**src/rtl/stopwatch_ctrl.sv**
```systemverilog
// Stopwatch control sequencer: button edge detect, IDLE/RUN/PAUSE/LAP FSM,
// count-tick prescaler, and registered Enable/CounterReset/Hold/Running outputs.
module stopwatch_ctrl #(
  parameter int CLK_DIV = 500000,
  parameter int CNT_W   = 19
) (
  input  logic       Clock,
  input  logic       Reset,
  input  logic       BtnStartStop,
  input  logic       BtnClear,
  input  logic       BtnLap,
  output logic       Enable,
  output logic       CounterReset,
  output logic       Hold,
  output logic       Running,
  output logic [1:0] State
);

  typedef enum logic [1:0] {
    IDLE  = 2'b00,
    RUN   = 2'b01,
    PAUSE = 2'b10,
    LAP   = 2'b11
  } state_t;

  localparam logic [CNT_W-1:0] LAST = CNT_W'(CLK_DIV - 1);

  state_t           state, state_nxt;
  logic [CNT_W-1:0] presc, presc_nxt;
  logic             hist_ss, hist_clr, hist_lap;
  logic             ev_ss, ev_clr, ev_lap;
  logic             clear_ok;
  logic             run_nxt;

  assign ev_ss  = BtnStartStop & ~hist_ss;
  assign ev_clr = BtnClear     & ~hist_clr;
  assign ev_lap = BtnLap       & ~hist_lap;

  // A pending Clear blocks lower-priority events even when it is illegal here.
  always_comb begin
    state_nxt = state;
    clear_ok  = 1'b0;
    if (ev_clr) begin
      if (state == IDLE || state == PAUSE) begin
        state_nxt = IDLE;
        clear_ok  = 1'b1;
      end
    end else if (ev_ss) begin
      case (state)
        IDLE:    state_nxt = RUN;
        RUN:     state_nxt = PAUSE;
        PAUSE:   state_nxt = RUN;
        LAP:     state_nxt = PAUSE;
        default: state_nxt = state;
      endcase
    end else if (ev_lap) begin
      if (state == RUN)      state_nxt = LAP;
      else if (state == LAP) state_nxt = RUN;
    end
  end

  // Prescaler advances on every cycle spent in RUN/LAP, holds in PAUSE.
  always_comb begin
    presc_nxt = presc;
    if (state == RUN || state == LAP)
      presc_nxt = (presc == LAST) ? '0 : presc + CNT_W'(1);
    if (state_nxt == IDLE)
      presc_nxt = '0;
  end

  assign run_nxt = (state_nxt == RUN) || (state_nxt == LAP);

  always_ff @(posedge Clock or posedge Reset) begin
    if (Reset) begin
      state        <= IDLE;
      presc        <= '0;
      hist_ss      <= 1'b0;
      hist_clr     <= 1'b0;
      hist_lap     <= 1'b0;
      Enable       <= 1'b0;
      CounterReset <= 1'b0;
      Hold         <= 1'b0;
      Running      <= 1'b0;
    end else begin
      state        <= state_nxt;
      presc        <= presc_nxt;
      hist_ss      <= BtnStartStop;
      hist_clr     <= BtnClear;
      hist_lap     <= BtnLap;
      Enable       <= run_nxt && (presc_nxt == LAST);
      CounterReset <= clear_ok;
      Hold         <= (state_nxt == LAP);
      Running      <= run_nxt;
    end
  end

  assign State = state;

endmodule

```
**config.mk**
```make
export PLATFORM = sky130hd
export DESIGN_NAME = stopwatch_ctrl
export DESIGN_NICKNAME = d
export VERILOG_FILES = /design/src/rtl/stopwatch_ctrl.sv
export SDC_FILE = /design/constraint.sdc
export NUM_CORES = 1
export LEC_CHECK = 0
export BUFFER_PORTS_ARGS = -buffer_cell sky130_fd_sc_hd__buf_2
export CORE_ASPECT_RATIO = 1.1
export CORE_MARGIN = 5
export CORE_UTILIZATION = 64
export CTS_BUF_LIST = sky130_fd_sc_hd__clkbuf_16
export CTS_CLUSTER_SIZE = 8
export DETAILED_ROUTE_END_ITERATION = 10
export GPL_TIMING_DRIVEN = 0
export PLACE_DENSITY_LB_ADDON = 0.08
export SLEW_MARGIN = 15
export SYNTH_ARGS = -nofsm -noshare
export SYNTH_HDL_FRONTEND = slang
export SYNTH_SLANG_ARGS = --single-unit
```
**constraint.sdc**
```tcl
create_clock -name Clock -period 5.5 [get_ports Clock]
set_input_delay 1.1 -clock Clock [delete_from_list [all_inputs] [get_ports Clock]]
set_output_delay 1.1 -clock Clock [all_outputs]
set_load 0.01 [all_outputs]
```
==> flow_metrics.py, run 1 <==
metrics = {
    "timing": {
        "rsz0062_at_grt": "false",
        "layout_min_cycle_time_ns": 2.37,
        "relSlewSlack_pct": 35.2,
        "hold_ws_ns": 0.588,
        "fmax_mhz": 423,
        "setup-tns-final_ns": 0,
        "fin_skew_ns": 0.00392,
        "fin_ws_ns": 3.13,
        "worstMarginPinSlew_ns": 0.966,
        "maxSlewViolCount": 0,
        "finalHoldViolCount": 0,
        "setup_viol": 0,
        "fin_crit_sh_pct": 43.0,
    },
    "clocking": {
        "h-tree-depth": 1,
        "cts.clk_slew.worst_paths_ns": 0.06,
        "cts.path.max_buffers": 2,
        "cts_resized": 0,
        "cts_hold_buffers": 0,
        "cts_sinks": 27,
        "tritoncts.num_buffers": 3,
        "cts_tree": "done",
        "clk_latency_ns": 0.26,
        "cts-root-buf": "clkbuf_16",
        "postCtsSetupRepairBufs": 0,
    },
    "grt": {
        "grt_max_degree": 28,
        "grt-ovfl-total": 0,
        "track_usage_pct": 21.2,
        "grt_pass1_vias": 1382,
        "grt_pass1_wl_mm": 6.30,
        "antenna_found_initial": 0,
    },
    "placement": {
        "placed_cell_area_um2": 1840,
        "dp_hpwl_mm": 2.61,
        "dp_slack_ns": 2.88,
        "routabilityCongestion": 0.887,
        "io_buffers": 10,
    },
    "floorplanning": {
        "dieWidth_um": 59.8,
        "ios": 11,
        "die_y_um": 64.8,
        "dieArea_um2": 3880,
        "rows": 19,
        "design.core.area_um2": 2570,
        "start_util_pct": 68.0,
    },
    "routing": {
        "drt_iter0_markers": 69,
        "drc_errors": 0,
        "viasPerCell": 6.19,
        "routedWlPerCell_um": 16.1,
        "drt_first_pass_iters": 4,
        "wirelength_mm": 3.64,
        "via_count": 1398,
        "ant_nets": 0,
    },
    "synthesis": {
        "syn-num-nets": 191,
        "ys.warnings.count": 0,
        "ys_async_sr_fraction_pct": 100,
        "synth_flop_cell": "dfrtp_1",
        "synth.area.mux_share_pct": 1.79,
        "yosys.area_share.adder_pct": 3.58,
        "synthCells": 181,
        "synth_top_family_by_area": "simple AND/OR/NAND/NOR gates",
        "synth_largest_area_cell": "dfrtp_1",
        "synth_compound_area_share_pct": 12.0,
        "yosysSeqAreaShare_pct": 38.7,
        "synth_simple_gate_area_share_pct": 29.2,
        "synth_top_cell_area_share_pct": 38.7,
        "synthXorXnorAreaFrac_pct": 8.52,
        "synth_cell_types": 51,
        "ys_top_cells_by_area": "dfrtp_1 39%, nor2_1 6.4%, xnor2_1 5.0%",
        "netlist_area_um2": 1750,
        "avgSynthCellArea_um2": 9.65,
        "ys_ff_latch": 27,
        "synth_edf_count": 0,
    },
    "setup_path": {
        "critPathKind": "primary input to register",
        "timing.rr.end": "presc[14]",
        "reg2reg_depth": 8,
        "critPathArrivalTime_ns": 2.52,
        "cp_slowest_cell": "or4b_1",
        "start_kind": "primary input",
        "crit_chain": "buf_2 > or4b_1 > o2111ai_2 > nand2_2 > o21ai_4 > buf_4 > nor2_1",
        "r2r_start": "Running",
        "cp_max_fo": 10,
        "cp-end-kind": "register",
        "r2r_slack_ns": 3.14,
        "slowest_delay_ns": 0.47,
        "cp.required_ns": 5.65,
    },
    "layout": {
        "postLayoutCellArea_um2": 1910,
        "nNetsFinal": 206,
        "final_util_pct": 74.6,
        "area_delta_synth_final_pct": 9.60,
        "drive_gt1_share_pct": 20.0,
        "diodes": 0,
    },
    "power": {
        "vdd_drop_max_uv": 262,
        "power_density_nw_per_um2": 302,
        "leakage_nw": 0.799,
    },
    "job": {
        "maxCapViolCount": 0,
    },
    "worst_hold_path": {
        "hp-class": "register to register",
        "worst_hold_startpoint": "presc[17]",
        "hold_end": "presc[17]",
        "hold_path_depth": 2,
    },
    "run_status": {
        "status": "finished, final reports clean",
    },
}
## final cells by class
cell class                 instances  area (um^2)
sequential                        27          676
clock buffer                       3         75.1
buffer                            11         86.3
tap                               31         38.8
fill                             200          653
clock inverter                     1         3.75
inverter                           6         22.5
multi-input combinational        137          962
timing repair buffer              10         50.0
## layer usage
metal	wire length (um)	GRT usage (%)	vias to the layer above	share of wire (%)
met3	138	3.17	14	3.8
met1	1520	26.0	681	42
met4	130	12.5	0	3.6
met5	0	0	-	0
met2	1850	34.6	34	51
li1	-	-	669	-
## metrics by stage
step           total power (W)  cells
6_report              0.000578    226
5_1_grt               0.000612    226
4_1_cts               0.000579    226
3_5_place_dp          0.000414    222
3_3_place_gp          0.000406    222
2_1_floorplan         0.000368    181
## worst max-delay path: cells and delay by family
kind | cells | cell delay (ns)
AO/OA/AOI/OAI | 2 | 0.42
buffers and inverters | 2 | 0.32
AND/OR/NAND/NOR | 3 | 0.67
## kinds of logic (layout without fill, tap and decap cells)
kind of cell | Yosys count | count (layout)
AO/OA/AOI/OAI | 24 | 24
multiplexers | 3 | 3
flip-flops | 27 | 27
adder cells (fa/ha/maj) | 5 | 5
buffers and inverters | 17 | 31
XOR/XNOR | 17 | 17
AND/OR/NAND/NOR | 88 | 88
## placed cells by master, fill, tap and decap left out, types with 2 or more instances in the layout
master,n
or3_1,3
nand2_1,10
mux2i_1,2
and4_1,3
and2_1,2
buf_4,5
nor3b_1,4
nor2b_1,3
nand3_1,5
ha_1,5
nor2_1,30
nand2b_1,2
inv_1,6
o21a_1,2
a21oi_1,3
nand4_1,4
dfrtp_1,27
nor3_2,2
clkbuf_16,3
a211oi_1,2
xor2_1,7
buf_2,12
nor3_1,7
nor4_2,3
buf_6,3
xnor2_1,10
o21ai_0,4
## state kept, by name, indices dropped and copies added (netlist names)
register      flops
presc            19
CounterReset      1
Enable            1
Hold              1
Running           1
State             1
hist_clr          1
hist_lap          1
hist_ss           1
## power by group
| group | leakage [nW] | internal, W | total, W | switching, W |
|---|---|---|---|---|
| Sequential | 0.363 | 0.000217 | 0.000239 | 0.0000224 |
| Combinational | 0.394 | 0.0000673 | 0.000174 | 0.000106 |
| Clock | 0.0423 | 0.0000975 | 0.000165 | 0.0000679 |
| Total | 0.799 | 0.000381 | 0.000578 | 0.000197 |
## synthesized netlist by cell type (2+ instances only)
library cell,instances
a211oi_1,2
a21oi_1,3
and2_1,2
and4_1,3
buf_2,2
buf_4,5
buf_6,3
dfrtp_1,27
ha_1,5
inv_1,6
mux2i_1,2
nand2_1,10
nand2b_1,2
nand3_1,5
nand4_1,4
nor2_1,30
nor2b_1,3
nor3_1,7
nor3_2,2
nor3b_1,4
nor4_2,3
o21a_1,2
o21ai_0,4
or3_1,3
xnor2_1,10
xor2_1,7
## worst max-delay path by stage
stage / from / to / slack [ns] / depth (start not counted)
final: BtnLap / presc[14] / 3.13 / 7
after global routing: Running / presc[14] / 3.04 / 8
after CTS: Running / presc[14] / 3.14 / 8
after detailed placement: BtnLap / presc[14] / 2.88 / 7
after global placement: BtnLap / presc[17] / 2.93 / 7
after floorplan: BtnLap / presc[11] / 3.19 / 6
(Power assumes the default switching activity.)
==> run 2: changes to the inputs <==
CORE_UTILIZATION = 60   (was 64)
clock period = 2.2 ns   (was 5.5 ns; I/O delays follow)
==> run 2 against run 1 <==
Effect of this change:
- final cell count is 3.1% higher
- largest power group unchanged
- critical path type is now register to register
- total power rose to 2.5 times the previous value
- routed wire length up 1.0%
- non-clock buffer count grew 5
==> flow_metrics.py, run 2 (synthesized netlist as in run 1, its figures left out) <==
metrics = {
    "setup_path": {
        "cp-end-kind": "register",
        "cp_slowest_cell": "dfrtp_2",
        "critPathArrivalTime_ns": 2.28,
        "cp.required_ns": 2.34,
        "critPathKind": "register to register",
        "timing.rr.end": "Enable",
        "r2r_slack_ns": 0.06,
        "crit_top_cell": "buf_6",
        "r2r_start": "State[1]",
        "reg2reg_depth": 9,
        "start_kind": "register",
        "crit_chain": "inv_2 > ha_1 > buf_6 > o2111ai_4 > or3_4 > buf_6 > and3b_1 > o32ai_2 > nor4_2",
        "slowest_delay_ns": 0.44,
        "cp_max_fo": 10,
    },
    "routing": {
        "drt_iter0_markers": 132,
        "ant_nets": 0,
        "routedWlPerCell_um": 15.8,
        "viasPerCell": 5.93,
        "via_count": 1381,
        "wirelength_mm": 3.68,
        "drt_first_pass_iters": 4,
        "drc_errors": 0,
    },
    "layout": {
        "nNetsFinal": 211,
        "final_util_pct": 72.1,
        "drive_gt1_share_pct": 26.5,
        "area_delta_synth_final_pct": 14.7,
        "largest-register": "presc",
        "layout.filler_cells": 213,
        "diodes": 0,
        "final_cells": 233,
        "most-common-layout-cells": "29 x nor2_1, 25 x dfrtp_1, 12 x buf_2",
        "multi_input_area_um2": 1000,
        "largest_reg_flops": 19,
        "register_area_um2": 678,
        "postLayoutCellArea_um2": 2000,
        "final_common_cell": "nor2_1",
    },
    "power": {
        "power_density_nw_per_um2": 735,
        "vdd_drop_max_uv": 560,
        "power.total_w": 0.00147,
        "leakage_nw": 0.837,
    },
    "clocking": {
        "tritoncts.num_buffers": 3,
        "cts.clk_slew.worst_paths_ns": 0.07,
        "cts_hold_buffers": 0,
        "cts_tree": "done",
        "h-tree-depth": 1,
        "clk_latency_ns": 0.26,
        "cts.path.max_buffers": 2,
        "cts-root-buf": "clkbuf_16",
        "cts_sinks": 27,
    },
    "grt": {
        "track_usage_pct": 20.3,
        "antenna_found_initial": 0,
        "grt-ovfl-total": 0,
        "grt_max_degree": 28,
        "grt_pass1_wl_mm": 6.27,
        "grt_pass1_vias": 1376,
    },
    "timing": {
        "rsz0062_at_grt": "true",
        "fmax_mhz": 467,
        "setup_viol": 0,
        "maxSlewViolCount": 0,
        "hold_ws_ns": 0.273,
        "fin_crit_sh_pct": 97.3,
        "worstMarginPinSlew_ns": 0.966,
        "relSlewSlack_pct": 35.2,
        "finalHoldViolCount": 0,
        "layout_min_cycle_time_ns": 2.14,
        "fin_skew_ns": 0.00176,
    },
    "placement": {
        "io_buffers": 10,
        "placedCellCount": 224,
        "placed_cell_area_um2": 1840,
        "dp_hpwl_mm": 2.61,
        "routabilityCongestion": 0.830,
    },
    "job": {
        "maxCapViolCount": 0,
    },
    "worst_hold_path": {
        "hp-class": "primary input to asynchronous set/reset pin",
    },
    "floorplanning": {
        "dieArea_um2": 4090,
        "design.core.area_um2": 2780,
        "start_util_pct": 62.9,
        "rows": 20,
        "ios": 11,
        "dieWidth_um": 61.4,
        "die_y_um": 66.6,
    },
    "run_status": {
        "status": "finished, final reports clean",
    },
}
run 2: changes by cell type in the layout (fill, tap and decap cells not counted), sizes merged:
cell and delta:
clkinv +1, buf +5, inv -1
run 2: layout make-up:
type                       count  share of cell area (%)
multi-input combinational    137                    49.9
sequential                    27                    33.9
buffer                        11                    4.68
timing repair buffer          15                    4.37
clock buffer                   3                    3.75
tap                           33                    2.06
inverter                       6                    1.12
clock inverter                 1                   0.250
run 2: what timing repair did:
item                                    in CTS  in global routing
setup buffers                                1                  4
endpoints found under the setup margin      11                 12
cloned                                       0                  0
pin swaps                                    1                  2
gates resized for setup                      1                 11
run 2: critical path: cells and delay by family, from the launching register on:
family / cells / cell delay [ns]
compound gates: 2 / 0.47
buf+inv: 3 / 0.37
flops: 1 / 0.44
fa+ha+maj: 1 / 0.15
simple gates: 3 / 0.61
run 2: worst max path at each step:
stage / startpoint / to / slack (ns)
after floorplan: Running / presc[11] / 0.09
after global placement: Running / presc[10] / -0.07
after detailed placement: Running / presc[9] / -0.1
after CTS: State[1] / Enable / 0.01
after global routing: State[1] / Enable / -0.02
final: State[1] / Enable / 0.06
run 2: metal layers:
metal	share of wire, %	vias up	global-route usage (%)	wire (um)
met5	0	-	0	0
met3	3.4	9	3.10	124
li1	-	673	-	-
met4	2.4	0	7.96	89
met1	42	665	24.7	1550
met2	52	34	35.1	1920
run 2: stage by stage:
stage          worst slack, ns  TNS, ns
6_report                0.0585        0
5_1_grt                -0.0180  -0.0180
4_1_cts                 0.0137        0
3_5_place_dp           -0.0959   -0.915
3_3_place_gp           -0.0726   -0.706
2_1_floorplan           0.0941        0
run 2: report_power, final:
group          internal (W)  switching [W]
registers          0.000544      0.0000539
clock network      0.000245       0.000169
logic              0.000192       0.000269
